## src/rtl/despachante_clusters_pkg.sv

```systemverilog
// Shared types and defaults for the cluster dispatcher that drains the
// pending-lookup buffer.
package despachante_clusters_pkg;

   typedef enum logic [1:0] {
      OCIOSO,   // waiting for a head entry
      ENVIA,    // presenting a probe to the lowest pending cluster
      ESPERA,   // one probe outstanding, waiting for its answer
      RETIRA    // retiring the entry and reporting the result
   } estado_t;

   localparam int NUM_CLUSTERS_PADRAO  = 5;
   localparam int TAM_ENDERECO_PADRAO  = 64;
   localparam int TAM_HASH_DOIS_PADRAO = 8;
   localparam int TIMEOUT_PADRAO       = 15;

   // Index width for n targets; never narrower than one bit.
   function automatic int tam_idx(input int n);
      return (n > 1) ? $clog2(n) : 1;
   endfunction

endpackage

```

## src/rtl/despachante_clusters_seletor_menor_bit.sv

```systemverilog
// Lowest-set-bit finder: returns the index of the lowest set bit of a
// vector and whether any bit is set. Mirrors the buffer's priority encoder.
module seletor_menor_bit
   import despachante_clusters_pkg::*;
#(
   parameter int LARGURA = NUM_CLUSTERS_PADRAO,
   parameter int TAM_IDX = tam_idx(LARGURA)
) (
   input  logic [LARGURA-1:0] vetor,
   output logic [TAM_IDX-1:0] indice,
   output logic               nao_zero
);

   // Scan from the top down so the lowest set bit is the last one written.
   always_comb begin
      // NOTE: every output gets a default first so no path leaves it unassigned (no latch).
      indice   = '0;
      nao_zero = |vetor;
      for (int i = LARGURA - 1; i >= 0; i--) begin
         if (vetor[i]) indice = TAM_IDX'(i);
      end
   end

endmodule

```

## src/rtl/despachante_clusters.sv

```systemverilog
// Consumer end of the pending-lookup buffer: captures the head entry, probes
// its candidate clusters lowest-first, one probe at a time, and retires the
// entry on the first hit or once every candidate has missed or timed out.
module despachante_clusters
   import despachante_clusters_pkg::*;
#(
   parameter int NUM_CLUSTERS  = NUM_CLUSTERS_PADRAO,
   parameter int TAM_ENDERECO  = TAM_ENDERECO_PADRAO,
   parameter int TAM_HASH_DOIS = TAM_HASH_DOIS_PADRAO,
   parameter int TIMEOUT       = TIMEOUT_PADRAO,
   parameter int TAM_IDX       = tam_idx(NUM_CLUSTERS)
) (
   input  logic                     clk,
   input  logic                     rst,
   input  logic                     entrada_valida,
   input  logic [NUM_CLUSTERS-1:0]  bitmap_atual,
   input  logic [TAM_ENDERECO-1:0]  endereco_atual,
   input  logic [TAM_HASH_DOIS-1:0] hash_atual,
   output logic [NUM_CLUSTERS-1:0]  bitmap_atualizado,
   output logic                     zero,
   output logic                     req_valido,
   input  logic                     req_pronto,
   output logic [TAM_IDX-1:0]       req_cluster,
   output logic [TAM_ENDERECO-1:0]  req_endereco,
   output logic [TAM_HASH_DOIS-1:0] req_hash,
   input  logic                     resp_valida,
   input  logic                     resp_acerto,
   output logic                     result_valido,
   output logic                     result_acerto,
   output logic [TAM_IDX-1:0]       result_cluster,
   output logic [TAM_ENDERECO-1:0]  result_endereco
);

   localparam int                   TAM_CONT = $clog2(TIMEOUT + 1);
   // The counter starts at 0 on the first waiting cycle, so the last
   // waiting cycle is the one where it holds TIMEOUT-1.
   localparam logic [TAM_CONT-1:0] LIMITE   = TAM_CONT'(TIMEOUT - 1);

   estado_t                  estado, proximo;
   logic [NUM_CLUSTERS-1:0]  bitmap_w;
   logic [TAM_ENDERECO-1:0]  endereco_w;
   logic [TAM_HASH_DOIS-1:0] hash_w;
   logic                     acerto_w;
   logic [TAM_IDX-1:0]       cluster_w;
   logic [TAM_CONT-1:0]      cont;

   logic [TAM_IDX-1:0]       idx_alvo;
   logic                     nao_zero;
   logic [NUM_CLUSTERS-1:0]  mascara_alvo;
   logic [NUM_CLUSTERS-1:0]  bitmap_restante;
   logic                     estourou;

   // While idle the buffer sees its own bitmap back, making its write-back a
   // no-op; afterwards it tracks the working copy. The selector shares this
   // view, so in OCIOSO it tells whether the incoming bitmap is empty.
   assign bitmap_atualizado = (estado == OCIOSO) ? bitmap_atual : bitmap_w;

   seletor_menor_bit #(
      .LARGURA (NUM_CLUSTERS),
      .TAM_IDX (TAM_IDX)
   ) u_seletor (
      .vetor    (bitmap_atualizado),
      .indice   (idx_alvo),
      .nao_zero (nao_zero)
   );

   assign mascara_alvo    = NUM_CLUSTERS'(1) << idx_alvo;
   assign bitmap_restante = bitmap_w & ~mascara_alvo;
   assign estourou        = (cont == LIMITE);

   // State register.
   always_ff @(posedge clk) begin
      // NOTE: sequential state uses non-blocking assignments so all registers update together.
      if (rst) estado <= OCIOSO;
      else     estado <= proximo;
   end

   // Next-state logic; a response arriving on the timeout cycle takes priority.
   always_comb begin
      proximo = estado;
      case (estado)
         OCIOSO: if (entrada_valida) proximo = nao_zero ? ENVIA : RETIRA;
         ENVIA:  if (req_pronto) proximo = ESPERA;
         ESPERA: begin
            if (resp_valida && resp_acerto)  proximo = RETIRA;
            else if (resp_valida || estourou) proximo = (|bitmap_restante) ? ENVIA : RETIRA;
         end
         RETIRA: proximo = OCIOSO;
         default: proximo = OCIOSO;
      endcase
   end

   // Working registers: entry capture, wait counter, bit clearing and hit record.
   always_ff @(posedge clk) begin
      if (rst) begin
         bitmap_w   <= '0;
         endereco_w <= '0;
         hash_w     <= '0;
         acerto_w   <= 1'b0;
         cluster_w  <= '0;
         cont       <= '0;
      end else begin
         case (estado)
            OCIOSO: begin
               if (entrada_valida) begin
                  bitmap_w   <= bitmap_atual;
                  endereco_w <= endereco_atual;
                  hash_w     <= hash_atual;
                  acerto_w   <= 1'b0;
                  cluster_w  <= '0;
               end
            end
            ENVIA: if (req_pronto) cont <= '0;
            ESPERA: begin
               cont <= cont + 1'b1;
               if (resp_valida && resp_acerto) begin
                  acerto_w  <= 1'b1;
                  cluster_w <= idx_alvo;
               end else if (resp_valida || estourou) begin
                  bitmap_w <= bitmap_restante;
               end
            end
            default: ;
         endcase
      end
   end

   // Outputs are decoded from the state; everything idles at zero.
   always_comb begin
      zero            = 1'b0;
      req_valido      = 1'b0;
      req_cluster     = '0;
      req_endereco    = '0;
      req_hash        = '0;
      result_valido   = 1'b0;
      result_acerto   = 1'b0;
      result_cluster  = '0;
      result_endereco = '0;
      case (estado)
         ENVIA: begin
            req_valido   = 1'b1;
            req_cluster  = idx_alvo;
            req_endereco = endereco_w;
            req_hash     = hash_w;
         end
         RETIRA: begin
            zero            = 1'b1;
            result_valido   = 1'b1;
            result_acerto   = acerto_w;
            result_cluster  = cluster_w;
            result_endereco = endereco_w;
         end
         default: ;
      endcase
   end

endmodule
```

## config.mk

```make
export PLATFORM = sky130hd
export DESIGN_NAME = despachante_clusters
export DESIGN_NICKNAME = d
export VERILOG_FILES = /design/src/rtl/despachante_clusters_pkg.sv /design/src/rtl/despachante_clusters_seletor_menor_bit.sv /design/src/rtl/despachante_clusters.sv
export SDC_FILE = /design/constraint.sdc
export NUM_CORES = 1
export LEC_CHECK = 0
export CORE_ASPECT_RATIO = 1.5
export CORE_UTILIZATION = 40
export CTS_CLUSTER_DIAMETER = 40
export CTS_CLUSTER_SIZE = 10
export DETAILED_ROUTE_END_ITERATION = 7
export GPL_TIMING_DRIVEN = 0
export PLACE_DENSITY = 0.82
export SETUP_SLACK_MARGIN = 0.15
export SYNTH_ARGS = -nofsm -noshare
export SYNTH_HDL_FRONTEND = slang
export SYNTH_SLANG_ARGS = --single-unit
```

## constraint.sdc

```tcl
create_clock -name clk -period 2.3 [get_ports clk]
set_input_delay 0.46 -clock clk [delete_from_list [all_inputs] [get_ports clk]]
set_output_delay 0.46 -clock clk [all_outputs]
set_load 0.01 [all_outputs]
```

==> impl_results.md <==
* Fmax at roughly 0.4 GHz
* # clock sinks at between 80 and 90
* Placeable Area at roughly 11000 µm²
* Unique masters post-synth at 42
* Final count of hold timing violations at 0
* Port Buffer Count at approximately 230
* Row count at 46
* PwrDens at between 500 and 600 nW/µm²
* Post-Syn Area at ~4400 µm²
* Failing checks: negative setup slack
* CTS root buf: clkbuf_16
* Max H-tree Level at 3
* Synth area leader: dfxtp_1
* Ys async rst share at 0%
* Largest net degree at the start of global routing at 15
* Max-slew violations at 0
* First-pass GRT wire length at approximately 25 mm
* Antenna viol nets, final at 0
* Worst Hold Class: reg -> reg
* Ant. Diodes at 0
* Fin crit share at 106.7%
* Ratio of cells with drive above 1 in the final layout at between 20% and 30%
* Seq pwr share at about 38%
* Top-count cell post-synth: nand2_1
* Worst setup startpoint: bitmap_atual[1]
* Drt initial violations at approximately 320
* Synth Instances at 598
* FF-to-FF Start: estado[0]$_SDFFE_PP0P_
* Crit path launch type: input pin
* NetSw at 1.371 mW
* Via count at ~5.4k
* Initial core utilization at 41.08%
* Die Wd at 87.15 µm
* Vert. Die Dim at approximately 130 µm
* Remaining DRCs at 0
* Post-synth top area share at roughly 40%
* Iteration count of the initial detailed-routing pass at 5
* Final WS setup at -0.1538 ns
* # IOs at ~230
* Outcome: finished with violations
* Hold buffer count at CTS at 0
* Comb pwr share at 29.1%
* Switching share of power at a little under a third
* Synth Flop Type: dfxtp_1
* Number of synthesized flops with an enable pin at 0
* Register area share after synthesis at ~40%
* Commonest cells post-synth: nand2_1 (154), a21oi_1 (87), dfxtp_1 (87)
* VDD IR max at about 0.00043 V
* CTS buffer count at 9
* Overflow after GRT at 0
* Worst hold stages at 2
* Tightest Pin Transition at 0.5781 ns
* # nets final at around 960
* Die area at approximately 11000 µm²
* Ranking of synthesized cells by area: dfxtp_1 (40%), nand2_1 (13%), and2_1 (11%)
* HP Start: hash_w[7]$_SDFFE_PP0P_
* Required time worst endpoint at between 1.5 and 2 ns
* Ys Warns at 0
* Worst-Skew Late Latency at about 0.35 ns
* CP max FO at 4
* Skew final at 0.006615 ns
* Initial antenna violation count at 0
* Crit. End Element: output port
* Maximum root-to-sink buffer count at 2
* Area growth from synthesis to layout at 77.37%
* Setup_tns at -0.2198 ns
* Internal power at about 3.2 mW
* Worst reg-to-reg path cell count at 7
* Clk pwr share at 32.8%
* Seq cells post-synth at 87
* Mapped Nets at ~680
* GP Congestion at between 0.8 and 0.9
* Syn_area_per_cell at approximately 7.3 µm²
* Clk pin slew, worst setup/hold paths at approximately 0.060 ns
* Post-DP HPWL at 12.02 mm
* Vias in the first global route at 5156
* CTS tree: built
* DR WL/cell at ~18 µm
* Slew headroom at between 60% and 70%
* Endpoints failing setup at 2
* Fin crit period at 2.454 ns
* DRT Wirelength at approximately 18 mm
* Via/cell ratio at about 5.3
* Crit path DAT at 1.99 ns
* WS Path Type: in -> out
* # fillers at 827
* Pleak at around 3.8 nW
* Max Cap Viol at 0
* Smallest hold slack at around 0.45 ns
* Gr usage total at between 20 and 30%
* Core Util, Final at around 73%
* RSZ-0062 raised after global routing: true
==> cell usage in the layout (no fill, tap or decap), types with 2 or more instances in the layout <==
cell             count
nand2_1            154
a21oi_1             87
dfxtp_1             85
clkdlybuf4s50_1     77
and3_1              69
and2_1              45
dlygate4sd2_1       44
buf_6               43
clkdlybuf4s15_1     34
and2_4              31
buf_2               27
buf_4               23
clkbuf_1            22
nor2_1              15
clkbuf_2            14
clkbuf_16           13
dlymetal6s2s_1       9
clkbuf_8             7
buf_8                7
inv_1                4
nor2b_1              4
nand2b_1             3
clkinvlp_4           3
mux2i_2              2
clkinv_8             2
nor3b_1              2
o21ai_0              2
nor3_1               2
nand3_1              2
a22oi_1              2
ha_1                 2
clkdlybuf4s15_2      2
buf_12               2
==> final timing paths <==
| path | slack, ns | end |
|---|---|---|
| setup reg to reg | 0.04 | bitmap_w[2]$_SDFFE_PP0P_ |
| hold / removal | 0.45 | hash_w[7]$_SDFFE_PP0P_ |
| hold reg to reg | 0.45 | hash_w[7]$_SDFFE_PP0P_ |
| setup / recovery | -0.15 | req_cluster[2] |
==> per-layer routing <==
| layer | vias to the layer above | global-route usage, % | wire length, µm | share of wire (%) |
|---|---|---|---|---|
| li1 | 2522 | - | - | - |
| met2 | 273 | 54.38 | 9696 | 53 |
| met5 | - | 0 | 0 | 0 |
| met3 | 79 | 4.175 | 1073 | 5.9 |
| met1 | 2573 | 29.28 | 6456 | 35 |
| met4 | 0 | 18.51 | 994 | 5.5 |
==> cell type report <==
class | instances | area (µm²) | area share, %
repair inverters | 1 | 16.27 | 0.2108
clock inverters | 5 | 57.56 | 0.7459
flip-flops and latches | 87 | 1747 | 22.64
inverters | 6 | 35.03 | 0.4540
well taps | 144 | 180.2 | 2.335
repair buffers | 261 | 2450 | 31.75
clock buffers | 11 | 242.7 | 3.146
plain buffers | 53 | 457.9 | 5.935
multi-input cells | 452 | 2530 | 32.79
==> state kept, by name, summed over array words and instances, names as in the netlist <==
name	cells
endereco_w	64
hash_w	8
estado	2
cont	4
cluster_w	3
bitmap_w	5
acerto_w	1
==> power groups by stage <==
stage                     combinational [mW]  sequential (mW)  clock, mW
after CTS                               1.14             1.71       1.49
after floorplan                        0.515             1.71          0
after global placement                 0.929             1.73          0
final                                   1.32             1.72       1.48
after global routing                    1.40             1.73       1.55
after detailed placement               0.959             1.74          0
==> critical path: stages <==
cell and delay, ns:
clkdlybuf4s15_1 0.26, or4_4 0.51, o31a_1 0.15, or3_4 0.39, nor2_2 0.09, buf_2 0.13
==> kinds of logic (layout without fill, tap and decap cells) <==
logic type	count (synthesis)	count (layout)	synth area share [%]
AO/OA/AOI/OAI	104	104	13.17
XOR/XNOR	1	1	0.2014
adder cells (fa/ha/maj)	3	3	0.8052
buffers and inverters	59	337	5.320
flip-flops	87	87	40.03
multiplexers	6	6	1.438
AND/OR/NAND/NOR	338	338	39.03
==> timing repair <==
item                       4_1_cts  5_1_grt
pin swaps                        2       10
gates cloned                     2        3
hold endpoints to repair         0        0
setup buffers                   19        6
setup endpoints to repair      184      143
resized for setup              429      142
==> per-stage QoR <==
| step | instances | setup WS (ns) | cell area, µm² | total power [mW] |
|---|---|---|---|---|
| final | 1020 | -0.1538 | 7716 | 4.523 |
| after global routing | 1020 | -0.1921 | 7716 | 4.684 |
| after CTS | 1011 | -0.1096 | 7300 | 4.337 |
| after detailed placement | 974 | -0.8031 | 6853 | 2.699 |
| after global placement | 974 | -0.7315 | 6853 | 2.661 |
| after floorplan | 598 | 0.2259 | 4350 | 2.223 |
Power figures use the tool's default switching activity.
==> RTL change: new RTL, same flow settings <==
Re-encode `estado_t` (4 values) as Gray code, 2 bits wide.
--- a/src/rtl/despachante_clusters_pkg.sv
+++ b/src/rtl/despachante_clusters_pkg.sv
@@ -3,10 +3,10 @@
 package despachante_clusters_pkg;
 
    typedef enum logic [1:0] {
-      OCIOSO,   // waiting for a head entry
-      ENVIA,    // presenting a probe to the lowest pending cluster
-      ESPERA,   // one probe outstanding, waiting for its answer
-      RETIRA    // retiring the entry and reporting the result
+      OCIOSO = 2'b00,   // waiting for a head entry
+      ENVIA  = 2'b01,    // presenting a probe to the lowest pending cluster
+      ESPERA = 2'b11,   // one probe outstanding, waiting for its answer
+      RETIRA = 2'b10    // retiring the entry and reporting the result
    } estado_t;
 
    localparam int NUM_CLUSTERS_PADRAO  = 5;
Formal check against the unedited RTL: no difference found for any inputs over 4 cycles, from zero or initial values and one cycle with rst high; so few cycles prove little.
==> RTL change against the original RTL <==
Worst hold slack improved by 0.0052 ns; setup slack better by 0.11 ns; wire length grew 10%; the flow still finishes with violations (negative setup slack); cell count grew 3.3%; design area is 8.1% higher; area after synthesis increased by 0.63%; sequential cell count unchanged; count of clock-buffer cells in the layout fell by 1.
Power is not compared: it rests on default switching activity, and its combinational part moved more than twofold at a synthesized area within 25%.
==> RTL change: results (changes against the original RTL) <==
- Fin Setup TNS: -0.2636 ns (was -0.2198 ns)
- Multi-input gates: 457 (was 452)
- Failing checks: negative setup slack (unchanged)
- Post_cts resized: 715 (was 429)
- GR Layer Usage met2: 58.04% (was 54.38%)
- First-pass GRT wire length: 26.60 mm (was 25.12 mm)
- Status: finished with violations (unchanged)
- Reg-to-reg endpoint: cluster_w[0] (was bitmap_w[2])
- Skew final: 0.007349 ns (was 0.006615 ns)
- Final setup viols: 10 (was 2)
- Fin nets: 992 (was 956)
- Worst Path Max Fanout: 7 (was 4)
- Met3 global-route usage: 3.669% (was 4.175%)
- Layout Cells excl Fill: 1054 (was 1020)
- Final worst slack: -0.04181 ns (was -0.1538 ns)
- Overall routing resource usage: 30.70% (was 28.87%)
- Main area contributors after synthesis: dfxtp_1 (40%), and2_1 (20%), nand2_1 (13%) (was dfxtp_1 (40%), nand2_1 (13%), and2_1 (11%))
- Sequential-to-total area share from yosys stat: 39.78% (was 40.03%)
- Syn Nets: 684 (was 683)
- CP max stage cell: dfxtp_2 (was or4_4)
- 1st-iter DRT viols: 248 (was 322)
- Layout area overhead: 90.54% (was 77.37%)
- Vias per cell: 5.359 (was 5.340)
- Worst slew pin tran: 0.6605 ns (was 0.5781 ns)
- Placement Setup Slack: -1.065 ns (was -0.8031 ns)
- Hold Startpoint: hash_w[0] (was hash_w[7])
- Reg2Reg Depth: 14 (was 7)
- Critical Path Sink: result_cluster[1] (was req_cluster[2])
- Filler Cells Inserted: 705 (was 827)
- Dpl cells: 975 (was 974)
- Syn avg cell area: 7.309 µm² (was 7.275 µm²)
- DR WL/cell: 19.01 µm (was 17.86 µm)
- Area of placed instances: 6880 µm² (was 6853 µm²)
RTL change: cell types whose count changed in the layout (fill, tap and decap cells not counted), moves of 5 or more:
| cell | before | now |
|---|---|---|
| buf_6 | 43 | 113 |
| nor2_1 | 15 | 21 |
| clkbuf_1 | 22 | 17 |
| dlygate4sd2_1 | 44 | 6 |
| clkdlybuf4s15_1 | 34 | 2 |
| buf_2 | 27 | 63 |
| dlymetal6s2s_1 | 9 | 0 |
| and2_4 | 31 | 81 |
| buf_8 | 7 | 16 |
| and3_1 | 69 | 2 |
| clkbuf_2 | 14 | 9 |
| and2_1 | 45 | 60 |
| a21oi_1 | 87 | 78 |
RTL change: cell families (layout without fill, tap and decap cells):
kind of cell / after synthesis / in the layout / synth area share [%]
AND/OR/NAND/NOR: 340 / 340 / 38.84
AO/OA/AOI/OAI: 111 / 111 / 14.52
flip-flops: 87 / 87 / 39.78
buffers and inverters: 55 / 366 / 5.345
multiplexers: 4 / 4 / 0.9431
adder cells (fa/ha/maj): 2 / 2 / 0.5715
